==> src/rtl/display_pkg.sv <==
// ============================================================================
// Module  : display_pkg
// Brief   : Shared state encoding and debounce default for display_capture.
// Rev     : 1.0  initial release
// ============================================================================
`default_nettype none

package display_pkg;

  typedef enum logic [0:0] {
    LIVE   = 1'b0,
    FROZEN = 1'b1
  } state_t;

  // 10 ms of stable key at 50 MHz
  localparam int unsigned DEBOUNCE_CYCLES_DEFAULT = 500000;

endpackage

`default_nettype wire

==> src/rtl/key_debounce.sv <==
// ============================================================================
// Module  : key_debounce
// Brief   : Synchronizer, optional debounce filter (DISPLAY_CAPTURE_DEBOUNCE_EN)
//           and falling-edge press detector for an active-low pushbutton.
// Rev     : 1.0  initial release
// ============================================================================
`default_nettype none

module key_debounce
  import display_pkg::*;
#(
  parameter int unsigned DEBOUNCE_CYCLES = DEBOUNCE_CYCLES_DEFAULT
) (
  input  logic clock,
  input  logic reset,
  input  logic tecla,
  output logic press
);

  logic       r_sync1;
  logic       r_sync2;
  logic       r_level_d;
  logic       r_armed;
  logic [1:0] r_prime;
  logic       w_level;

  // r_prime marks when r_sync2 holds a real key sample rather than its reset value;
  // a press is only honoured once a genuine released level has been accepted.
  always_ff @(posedge clock or negedge reset) begin
    if (!reset) begin
      r_sync1   <= 1'b1;
      r_sync2   <= 1'b1;
      r_level_d <= 1'b1;
      r_armed   <= 1'b0;
      r_prime   <= 2'b00;
    end else begin
      r_sync1   <= tecla;
      r_sync2   <= r_sync1;
      r_level_d <= w_level;
      r_prime   <= {r_prime[0], 1'b1};
      if (r_prime[1] && r_sync2 && w_level) begin
        r_armed <= 1'b1;
      end
    end
  end

`ifdef DISPLAY_CAPTURE_DEBOUNCE_EN
  localparam int unsigned c_DB_W = (DEBOUNCE_CYCLES > 1) ? $clog2(DEBOUNCE_CYCLES) : 1;

  logic [c_DB_W-1:0] r_cnt;
  logic              r_level;

  always_ff @(posedge clock or negedge reset) begin
    if (!reset) begin
      r_level <= 1'b1;
      r_cnt   <= '0;
    end else if (r_sync2 == r_level) begin
      r_cnt <= '0;
    end else if (r_cnt == c_DB_W'(DEBOUNCE_CYCLES - 1)) begin
      r_level <= r_sync2;
      r_cnt   <= '0;
    end else begin
      r_cnt <= r_cnt + 1'b1;
    end
  end

  assign w_level = r_level;
`else
  assign w_level = r_sync2;
`endif

  assign press = r_armed & r_level_d & ~w_level;

endmodule

`default_nettype wire

==> src/rtl/display_capture.sv <==
// ============================================================================
// Module  : display_capture
// Brief   : Live/frozen capture of datapath results for the 7-segment display,
//           with dropped-update counter. Debounce via DISPLAY_CAPTURE_DEBOUNCE_EN.
// Rev     : 1.0  initial release
// ============================================================================
`default_nettype none

module display_capture
  import display_pkg::*;
#(
  parameter int unsigned DEBOUNCE_CYCLES = DEBOUNCE_CYCLES_DEFAULT,
  parameter int unsigned CNT_W           = 8
) (
  input  logic             clock,
  input  logic             reset,
  input  logic [31:0]      dado,
  input  logic             zero_in,
  input  logic             valido,
  input  logic             tecla,
  output logic [31:0]      entrada,
  output logic             zero,
  output logic             congelado,
  output logic [CNT_W-1:0] perdidos
);

  state_t             r_state;
  state_t             w_state_nxt;
  logic [31:0]        r_entrada;
  logic [31:0]        w_entrada_nxt;
  logic               r_zero;
  logic               w_zero_nxt;
  logic [CNT_W-1:0]   r_perdidos;
  logic [CNT_W-1:0]   w_perdidos_nxt;
  logic               r_congelado;
  logic               w_press;

  key_debounce #(
    .DEBOUNCE_CYCLES (DEBOUNCE_CYCLES)
  ) u_key (
    .clock (clock),
    .reset (reset),
    .tecla (tecla),
    .press (w_press)
  );

  always_ff @(posedge clock or negedge reset) begin
    if (!reset) begin
      r_state     <= LIVE;
      r_entrada   <= '0;
      r_zero      <= 1'b0;
      r_perdidos  <= '0;
      r_congelado <= 1'b0;
    end else begin
      r_state     <= w_state_nxt;
      r_entrada   <= w_entrada_nxt;
      r_zero      <= w_zero_nxt;
      r_perdidos  <= w_perdidos_nxt;
      r_congelado <= (w_state_nxt == FROZEN);
    end
  end

  always_comb begin
    w_state_nxt    = r_state;
    w_entrada_nxt  = r_entrada;
    w_zero_nxt     = r_zero;
    w_perdidos_nxt = r_perdidos;
    case (r_state)
      LIVE: begin
        if (valido) begin
          w_entrada_nxt = dado;
          w_zero_nxt    = zero_in;
        end
        if (w_press) begin
          w_state_nxt    = FROZEN;
          w_perdidos_nxt = '0;
        end
      end
      FROZEN: begin
        // Updates arriving while frozen are only counted, never shown
        if (valido && (r_perdidos != {CNT_W{1'b1}})) begin
          w_perdidos_nxt = r_perdidos + 1'b1;
        end
        if (w_press) begin
          w_state_nxt = LIVE;
        end
      end
      default: w_state_nxt = LIVE;
    endcase
  end

  assign entrada   = r_entrada;
  assign zero      = r_zero;
  assign congelado = r_congelado;
  assign perdidos  = r_perdidos;

endmodule

`default_nettype wire

==> config.mk <==
export PLATFORM = sky130hd
export DESIGN_NAME = display_capture
export DESIGN_NICKNAME = d
export VERILOG_FILES = /design/src/rtl/display_pkg.sv /design/src/rtl/key_debounce.sv /design/src/rtl/display_capture.sv
export SDC_FILE = /design/constraint.sdc
export NUM_CORES = 1
export LEC_CHECK = 0
export BUFFER_PORTS_ARGS = -buffer_cell sky130_fd_sc_hd__buf_2
export CORE_MARGIN = 3
export CORE_UTILIZATION = 39
export CTS_CLUSTER_DIAMETER = 50
export DETAILED_ROUTE_END_ITERATION = 7
export PLACE_DENSITY_LB_ADDON = 0.1
export SLEW_MARGIN = 10
export SYNTH_ARGS = -nofsm -noshare
export SYNTH_HDL_FRONTEND = slang
export SYNTH_HIERARCHICAL = 1
export SYNTH_SLANG_ARGS = --single-unit
==> constraint.sdc <==
create_clock -name clock -period 4.3 [get_ports clock]
set_clock_uncertainty 0.15 [all_clocks]
set_input_delay 0.86 -clock clock [delete_from_list [all_inputs] [get_ports clock]]
set_output_delay 0.86 -clock clock [all_outputs]
set_load 0.02 [all_outputs]
==> out/results.env, run 1 <==
FIN_WS_PS=2150
INSERTED_CLOCK_BUFFERS=5
END_KIND='flip-flop'
STATUS='completed'
YOSYSUNIQUECELLTYPES=32
FINALSETUPVIOLATIONS=0
GP_ROUTABILITY_CONGESTION=0.770
SW_FRAC_OF_TOTAL_PCT=40.3
FINALMAXSLEWVIOLATIONS=0
MET2_LENGTH_UM=1960
WORST-SETUP-PATH-TYPE='in -> reg'
POWER_PER_CELL_AREA_mW_PER_MM2=695
ANTENNA_FOUND_INITIAL=0
VIA_COUNT=1351
DRT-MET1-WL_UM=1580
ASYNC_FLOP_SHARE_PCT=100
MIN_PERIOD_PS=2150
REG2REG_SETUP_SLACK_PS=2330
IO_BUFFERS=78
CTS.PATH.MAX_BUFFERS=2
TOTAL_POWER_mW=1.71
FINAL_HOLD_VIOL_COUNT=0
CHIPHEIGHT_UM=76.3
CP_DATA_ARRIVAL_TIME_PS=2200
SYNTH_NETS=170
TIGHTESTPINTRANSITION_PS=1030
FIRST_GLOBAL_VIAS=1375
MAX_CLOCK_FREQ_MHz=464
SYN_INST=132
DIE_FOOTPRINT_MM2=0.00582
LAYOUT.CELLS.NON_FILLER=278
POST-ROUTE-PERIOD-UTIL_PCT=50.1
MAXUSEDROUTINGLAYER='met4'
TOP_LEVEL_PORTS=79
ANTENNA_CELLS=0
YOSYSTOPAREACELL='sky130_fd_sc_hd__dfrtp_1'
PLACE_WORST_SETUP_SLACK_PS=1790
POSTLAYOUTCELLAREA_MM2=0.00246
CTS_TREE='yes'
FINAL_NETS=250
INITIAL_UTILIZATION_PCT=42.2
SYNTH.TOP_CELL.AREA_SHARE_PCT=58.4
FF2FF_PATH_DEPTH=2
DETAILROUTE.WIRELENGTH.MET3_UM=270
SYNTH_AREA_MM2=0.00193
COUNT_OF_HOLD_FIX_BUFFERS_INSERTED_AT_CTS=0
CTS.SINK_COUNT=48
DP.CELLS=270
P_INT_mW=1.02
AREA_GROWTH_PCT=27.6
POST-CTS-SETUP-BUFFER-COUNT=0
CLOCK_NETWORK_POWER_SHARE_PCT=15.3
LAYOUT_FILLER_CELL_COUNT=414
DESIGN.CORE.AREA_MM2=0.00456
SYNTH-EDFF-COUNT=0
GLOBAL_ROUTE.OVERFLOW_TOTAL=0
ANTENNA_VIOLATING_NETS_POST_ROUTE=0
MAX_CAP_VIOLATIONS=0
RSZ0062_AT_GRT='false'
TIMING.RR.END='entrada[12]'
LEAKAGE_nW=1.22
SEQUENTIAL_FRACTION_OF_THE_SYNTHESIS_AREA_PCT=62.5
POWER.IR.VDD_WORST_uV=335
CTSHTREEMAXLEVEL=2
YS_WARN_COUNT=6
GLOBAL_ROUTE.USAGE.TOTAL_PCT=13.5
HPWL_UM=2800
RELSLEWSLACK_PCT=31.1
DRT_ITER0_MARKERS=77
HOLD-WORST-SLACK_PS=203
CRITICAL_PATH.REG2REG.STARTPOINT='congelado'
SETUP-TNS-FINAL_PS=0
YOSYS_REGISTER_BITS=48
GRT_FIRST_PASS_WIRELENGTH_UM=6420
PWR-SHARE-SEQ_PCT=43.7
FINAL_LAYOUT_SIZE_SUFFIX_GT1_SHARE_PCT=45.5
POST_DRT_VIA_CELL_RATIO=4.86
FINAL_CORE_UTIL_PCT=53.9
DRC=0
PLACEMENT_ROWS=24
SYNTH.MOST_COMMON_CELL='sky130_fd_sc_hd__dfrtp_1'
SYNTH.TOP_CELLS.BY_COUNT='sky130_fd_sc_hd__dfrtp_1 (45), sky130_fd_sc_hd__mux2_1 (30), sky130_fd_sc_hd__nand2_1 (5)'
DIE_W_UM=76.3
DPL_CELL_AREA_MM2=0.00237
CP_MAX_FO=33
WORSTSETUPENDPOINT='entrada[12]'
YOSYS_MOST_USED_DFF='sky130_fd_sc_hd__dfrtp_1'
CRIT_REQUIRED_PS=4340
LARGEST_NET_DEGREE_AT_THE_START_OF_GLOBAL_ROUTING=49
CRITPATHLAUNCH='valido'
DRT-TOTAL-WL_UM=3880
CTS_RESIZED=0
WORSTSETUPSTARTPOINTTYPE='primary input'
POST_DRT_WL_PER_CELL_UM=14.0
COMBINATIONALPOWERSHARE_PCT=41.0
SWITCHINGPOWER_uW=688
HP-CLASS='reg -> reg'
CLK_TRANSITION_REPORTED_PATHS_PS=90
SYN_AVG_CELL_AREA_UM2=14.6
DETAIL_ROUTE.FIRST_PASS.ITERATIONS=4
SYNTH_TOP_CELLS_BY_AREA='sky130_fd_sc_hd__dfrtp_1 (58%), sky130_fd_sc_hd__mux2_1 (18%), sky130_fd_sc_hd__dfstp_2 (4.1%)'
CLOCK-ROOT-BUFFER='sky130_fd_sc_hd__clkbuf_8'
CLOCK_INSERTION_DELAY_WORST_SKEW_PS=300
## per-layer routing
metal	global-route usage (%)	vias up
met5	0	-
met4	5.07	0
met2	23.0	48
met3	4.49	8
li1	-	634
met1	15.8	661
## worst min path at each step
stage / startpoint / endpoint / slack (ps) / cells past startpoint
final: u_key/r_prime[0] / u_key/r_prime[1] / 200 / 0
after global routing: u_key/r_sync1 / u_key/r_sync2 / 220 / 0
after global placement: u_key/r_prime[0] / u_key/r_prime[1] / 180 / 0
after detailed placement: u_key/r_prime[0] / u_key/r_prime[1] / 180 / 0
after floorplan: u_key/r_prime[0] / u_key/r_prime[1] / 180 / 0
after CTS: u_key/r_prime[0] / u_key/r_prime[1] / 200 / 0
## cells by family after synthesis
group | count (synthesis) | synth area share, %
buf+inv | 7 | 2.08
xor+xnor | 3 | 1.36
fa+ha+maj | 1 | 0.649
compound gates | 15 | 6.30
other cells | 1 | 0.194
simple gates | 23 | 7.14
mux | 34 | 19.8
flops | 48 | 62.5
## worst max-delay path, cell delays in order
cell,delay (ps)
sky130_fd_sc_hd__buf_2,140
sky130_fd_sc_hd__nor2b_4,770
sky130_fd_sc_hd__mux2_2,420
## power by group through the flow
stage | logic, mW | clock network, mW | registers, mW
after floorplan | 0.240 | 0 | 0.966
after global placement | 0.696 | 0 | 0.747
after detailed placement | 0.714 | 0 | 0.755
after CTS | 0.715 | 0.271 | 0.749
after global routing | 0.751 | 0.287 | 0.775
final | 0.701 | 0.261 | 0.747
## final cells by class
class | count | area, µm² | area share [%]
Multi-Input combinational cell | 77 | 691 | 28.1
Sequential cell | 48 | 1200 | 49.0
Inverter | 2 | 7.51 | 0.305
Tap cell | 65 | 81.3 | 3.31
Clock buffer | 6 | 72.6 | 2.95
Timing Repair Buffer | 78 | 390 | 15.9
Clock inverter | 2 | 12.5 | 0.509
## sequential cells by signal, indices dropped and copies added, names as in the netlist
signal / cells
entrada: 32
u_key/r_prime: 2
u_key/r_armed: 1
congelado: 1
u_key/r_sync1: 1
u_key/r_sync2: 1
zero: 1
perdidos: 8
u_key/r_level_d: 1
## cells in the final DEF (no fill, tap or decap), types with 3 or more instances in the layout
master	synthesis	layout
sky130_fd_sc_hd__buf_2	2	78
sky130_fd_sc_hd__dfrtp_1	45	45
sky130_fd_sc_hd__mux2_1	30	30
sky130_fd_sc_hd__nand2_1	5	5
sky130_fd_sc_hd__clkbuf_8	0	5
sky130_fd_sc_hd__xor2_1	3	3
sky130_fd_sc_hd__nor3_1	3	3
sky130_fd_sc_hd__a211o_1	3	3
sky130_fd_sc_hd__and3_1	3	3
sky130_fd_sc_hd__mux2_2	3	3
sky130_fd_sc_hd__dfstp_2	3	3
No activity file was read; power rests on OpenSTA's default activity.
==> inputs of run 2 (changes only) <==
==> constraint.sdc (replaced) <==
create_clock -name clock -period 2 [get_ports clock]
set_clock_uncertainty 0.15 [all_clocks]
set_input_delay 0.4 -clock clock [delete_from_list [all_inputs] [get_ports clock]]
set_output_delay 0.4 -clock clock [all_outputs]
set_load 0.02 [all_outputs]
==> run 2 against run 1 <==
Design area up 2.2%; via count up 2.3%; total power up 120%; largest power group unchanged; combinational power up 120%; worst hold slack worse by 150 ps; clock power up 120%; global-route usage up 0.088 points; die area unchanged; critical path type is now reg -> reg.
==> out/results.env, run 2 (synthesis results as in run 1) <==
CRIT_REQUIRED_PS=2030  # -2310 ps
CTS.SINK_COUNT=48  # unchanged
REG_AREA_MM2=0.00120  # unchanged
CTSHTREEMAXLEVEL=2  # unchanged
WORSTSETUPSTARTPOINTTYPE='flip-flop'
FINAL_LAYOUT_SIZE_SUFFIX_GT1_SHARE_PCT=46.1  # +0.54 points
PLACE_WORST_SETUP_SLACK_PS=206  # -1580 ps
COUNT_OF_HOLD_FIX_BUFFERS_INSERTED_AT_CTS=1  # +1
FIN_WS_PS=174  # -1970 ps
FINAL_NETS=254  # +1.6%
CP_DATA_ARRIVAL_TIME_PS=1850  # -350 ps
CLOCK_NETWORK_POWER_SHARE_PCT=15.6  # +0.3 points
INITIAL_UTILIZATION_PCT=42.2  # unchanged
FIRST_GLOBAL_VIAS=1441  # +4.8%
AREA_GROWTH_PCT=30.4
HP-CLASS='in -> reg'
TOP_LEVEL_PORTS=79  # unchanged
CTS_RESIZED=0  # unchanged
PLACEMENT_ROWS=24  # unchanged
LEAKAGE_nW=1.24  # +2.1%
IO_BUFFERS=78  # unchanged
POST-ROUTE-PERIOD-UTIL_PCT=91.3
POWER.IR.VDD_WORST_uV=780  # +130%
GP_ROUTABILITY_CONGESTION=0.844  # +9.6%
FINAL_COMMON_CELL='sky130_fd_sc_hd__buf_2'
CLK_TRANSITION_REPORTED_PATHS_PS=80  # about the same
CTS_TREE='yes'
GLOBAL_ROUTE.USAGE.TOTAL_PCT=13.6  # +0.088 points
POWER_PER_CELL_AREA_mW_PER_MM2=1480  # +110%
DIE_W_UM=76.3  # unchanged
SW_FRAC_OF_TOTAL_PCT=39.4  # -0.85 points
HPWL_UM=2940  # +4.9%
MIN_PERIOD_PS=1830
WORST-SETUP-PATH-TYPE='reg -> reg'
POST_DRT_VIA_CELL_RATIO=4.90  # +0.84%
CLOCK-ROOT-BUFFER='sky130_fd_sc_hd__clkbuf_8'
DETAIL_ROUTE.FIRST_PASS.ITERATIONS=4  # unchanged
FINALSETUPVIOLATIONS=0  # unchanged
MULTIINPUTGATEAREA_UM2=691  # unchanged
INSERTED_CLOCK_BUFFERS=5  # unchanged
RSZ0062_AT_GRT='false'
DRC=0  # unchanged
GLOBAL_ROUTE.OVERFLOW_TOTAL=0  # unchanged
VIA_COUNT=1382  # +2.3%
SWITCHINGPOWER_mW=1.47  # +110%
FINALMAXSLEWVIOLATIONS=0  # unchanged
LARGEST_REGISTER_FFS=32  # unchanged
COMMONEST_CELLS_AFTER_ROUTING_FILL_AND_TAPS_ASIDE='sky130_fd_sc_hd__buf_2 (78), sky130_fd_sc_hd__dfrtp_1 (45), sky130_fd_sc_hd__mux2_1 (30)'
LAYOUT_FILLER_CELL_COUNT=420  # +1.4%
ANTENNA_CELLS=0  # unchanged
FINAL_HOLD_VIOL_COUNT=0  # unchanged
POST-CTS-SETUP-BUFFER-COUNT=0  # unchanged
CTS.PATH.MAX_BUFFERS=2  # unchanged
DIE_FOOTPRINT_MM2=0.00582  # unchanged
GRT_FIRST_PASS_WIRELENGTH_UM=6480  # +0.97%
MAX_CLOCK_FREQ_MHz=547
CHIPHEIGHT_UM=76.3  # unchanged
ANTENNA_FOUND_INITIAL=0  # unchanged
HOLD-WORST-SLACK_PS=56.6  # -146 ps
P_INT_mW=2.26  # +120%
CLOCK_INSERTION_DELAY_WORST_SKEW_PS=290  # about the same
LARGEST_NET_DEGREE_AT_THE_START_OF_GLOBAL_ROUTING=34  # -31%
DRT_ITER0_MARKERS=52  # -32%
MAX_CAP_VIOLATIONS=0  # unchanged
DRT-TOTAL-WL_UM=3920  # +0.82%
POSTLAYOUTCELLAREA_MM2=0.00251  # +2.2%
DESIGN.CORE.AREA_MM2=0.00456  # unchanged
COMBINATIONALPOWERSHARE_PCT=41.2  # +0.2 points
SETUP-TNS-FINAL_PS=0  # unchanged
STATUS='completed'
REG2REG_SETUP_SLACK_PS=170  # -2160 ps
POST_DRT_WL_PER_CELL_UM=13.9  # -0.61%
PWR-SHARE-SEQ_PCT=43.2  # -0.5 points
CP_MAX_FO=7  # -79%
ANTENNA_VIOLATING_NETS_POST_ROUTE=0  # unchanged
DPL_CELL_AREA_MM2=0.00241  # +1.5%
END_KIND='flip-flop'
-- run 2: cell count changes in the layout (fill, tap and decap cells not counted), sizes merged --
cell,before,now
buf,78,81
clkinv,1,0
dlygate4sd3,0,1
clkbuf,6,7
-- run 2: area by class of cell --
cell class,instances,area share (%)
multi-input combinational,77,27.5
sequential,48,47.9
clock buffer,7,3.43
timing repair buffer,82,17.3
tap,65,3.24
inverter,2,0.299
clock inverter,1,0.299
-- run 2: metrics by stage --
stage,power [mW],cells,util [%]
after floorplan,2.59,132,-
after global placement,3.13,273,52.8
after detailed placement,3.18,273,52.8
after CTS,3.79,282,55.1
after global routing,3.97,282,55.1
final,3.73,282,55.1
-- run 2: worst paths after layout --
kind	cells past startpoint	from	to
min	1	tecla	u_key/r_sync1
max	5	perdidos[1]	perdidos[5]
min reg2reg	0	u_key/r_prime[0]	u_key/r_prime[1]
max reg2reg	5	perdidos[1]	perdidos[5]
min in group asynchronous	2	reset	perdidos[5]
max in group asynchronous	3	reset	u_key/r_sync2
-- run 2: power groups by stage --
stage | Combinational, mW | Clock, mW | Sequential [mW]
global route | 1.64 | 0.655 | 1.67
detailed placement | 1.55 | 0 | 1.63
finish | 1.53 | 0.583 | 1.61
CTS | 1.56 | 0.617 | 1.61
global placement | 1.53 | 0 | 1.60
floorplan | 0.517 | 0 | 2.08
-- run 2: layer usage --
metal / vias to the layer above / share of wire [%] / track usage [%]
met5: - / 0 / 0
met4: 0 / 0.49 / 3.26
met3: 2 / 6.8 / 4.26
met2: 51 / 53 / 25.4
met1: 686 / 40 / 15.0
li1: 643 / - / -
-- run 2: worst max-delay path, cell delays in order, from the launching register on --
cell and delay [ps]:
sky130_fd_sc_hd__dfrtp_1 450, sky130_fd_sc_hd__ha_1 240, sky130_fd_sc_hd__nand3_2 160, sky130_fd_sc_hd__o21ba_4 280, sky130_fd_sc_hd__and3_1 170, sky130_fd_sc_hd__a211o_1 270
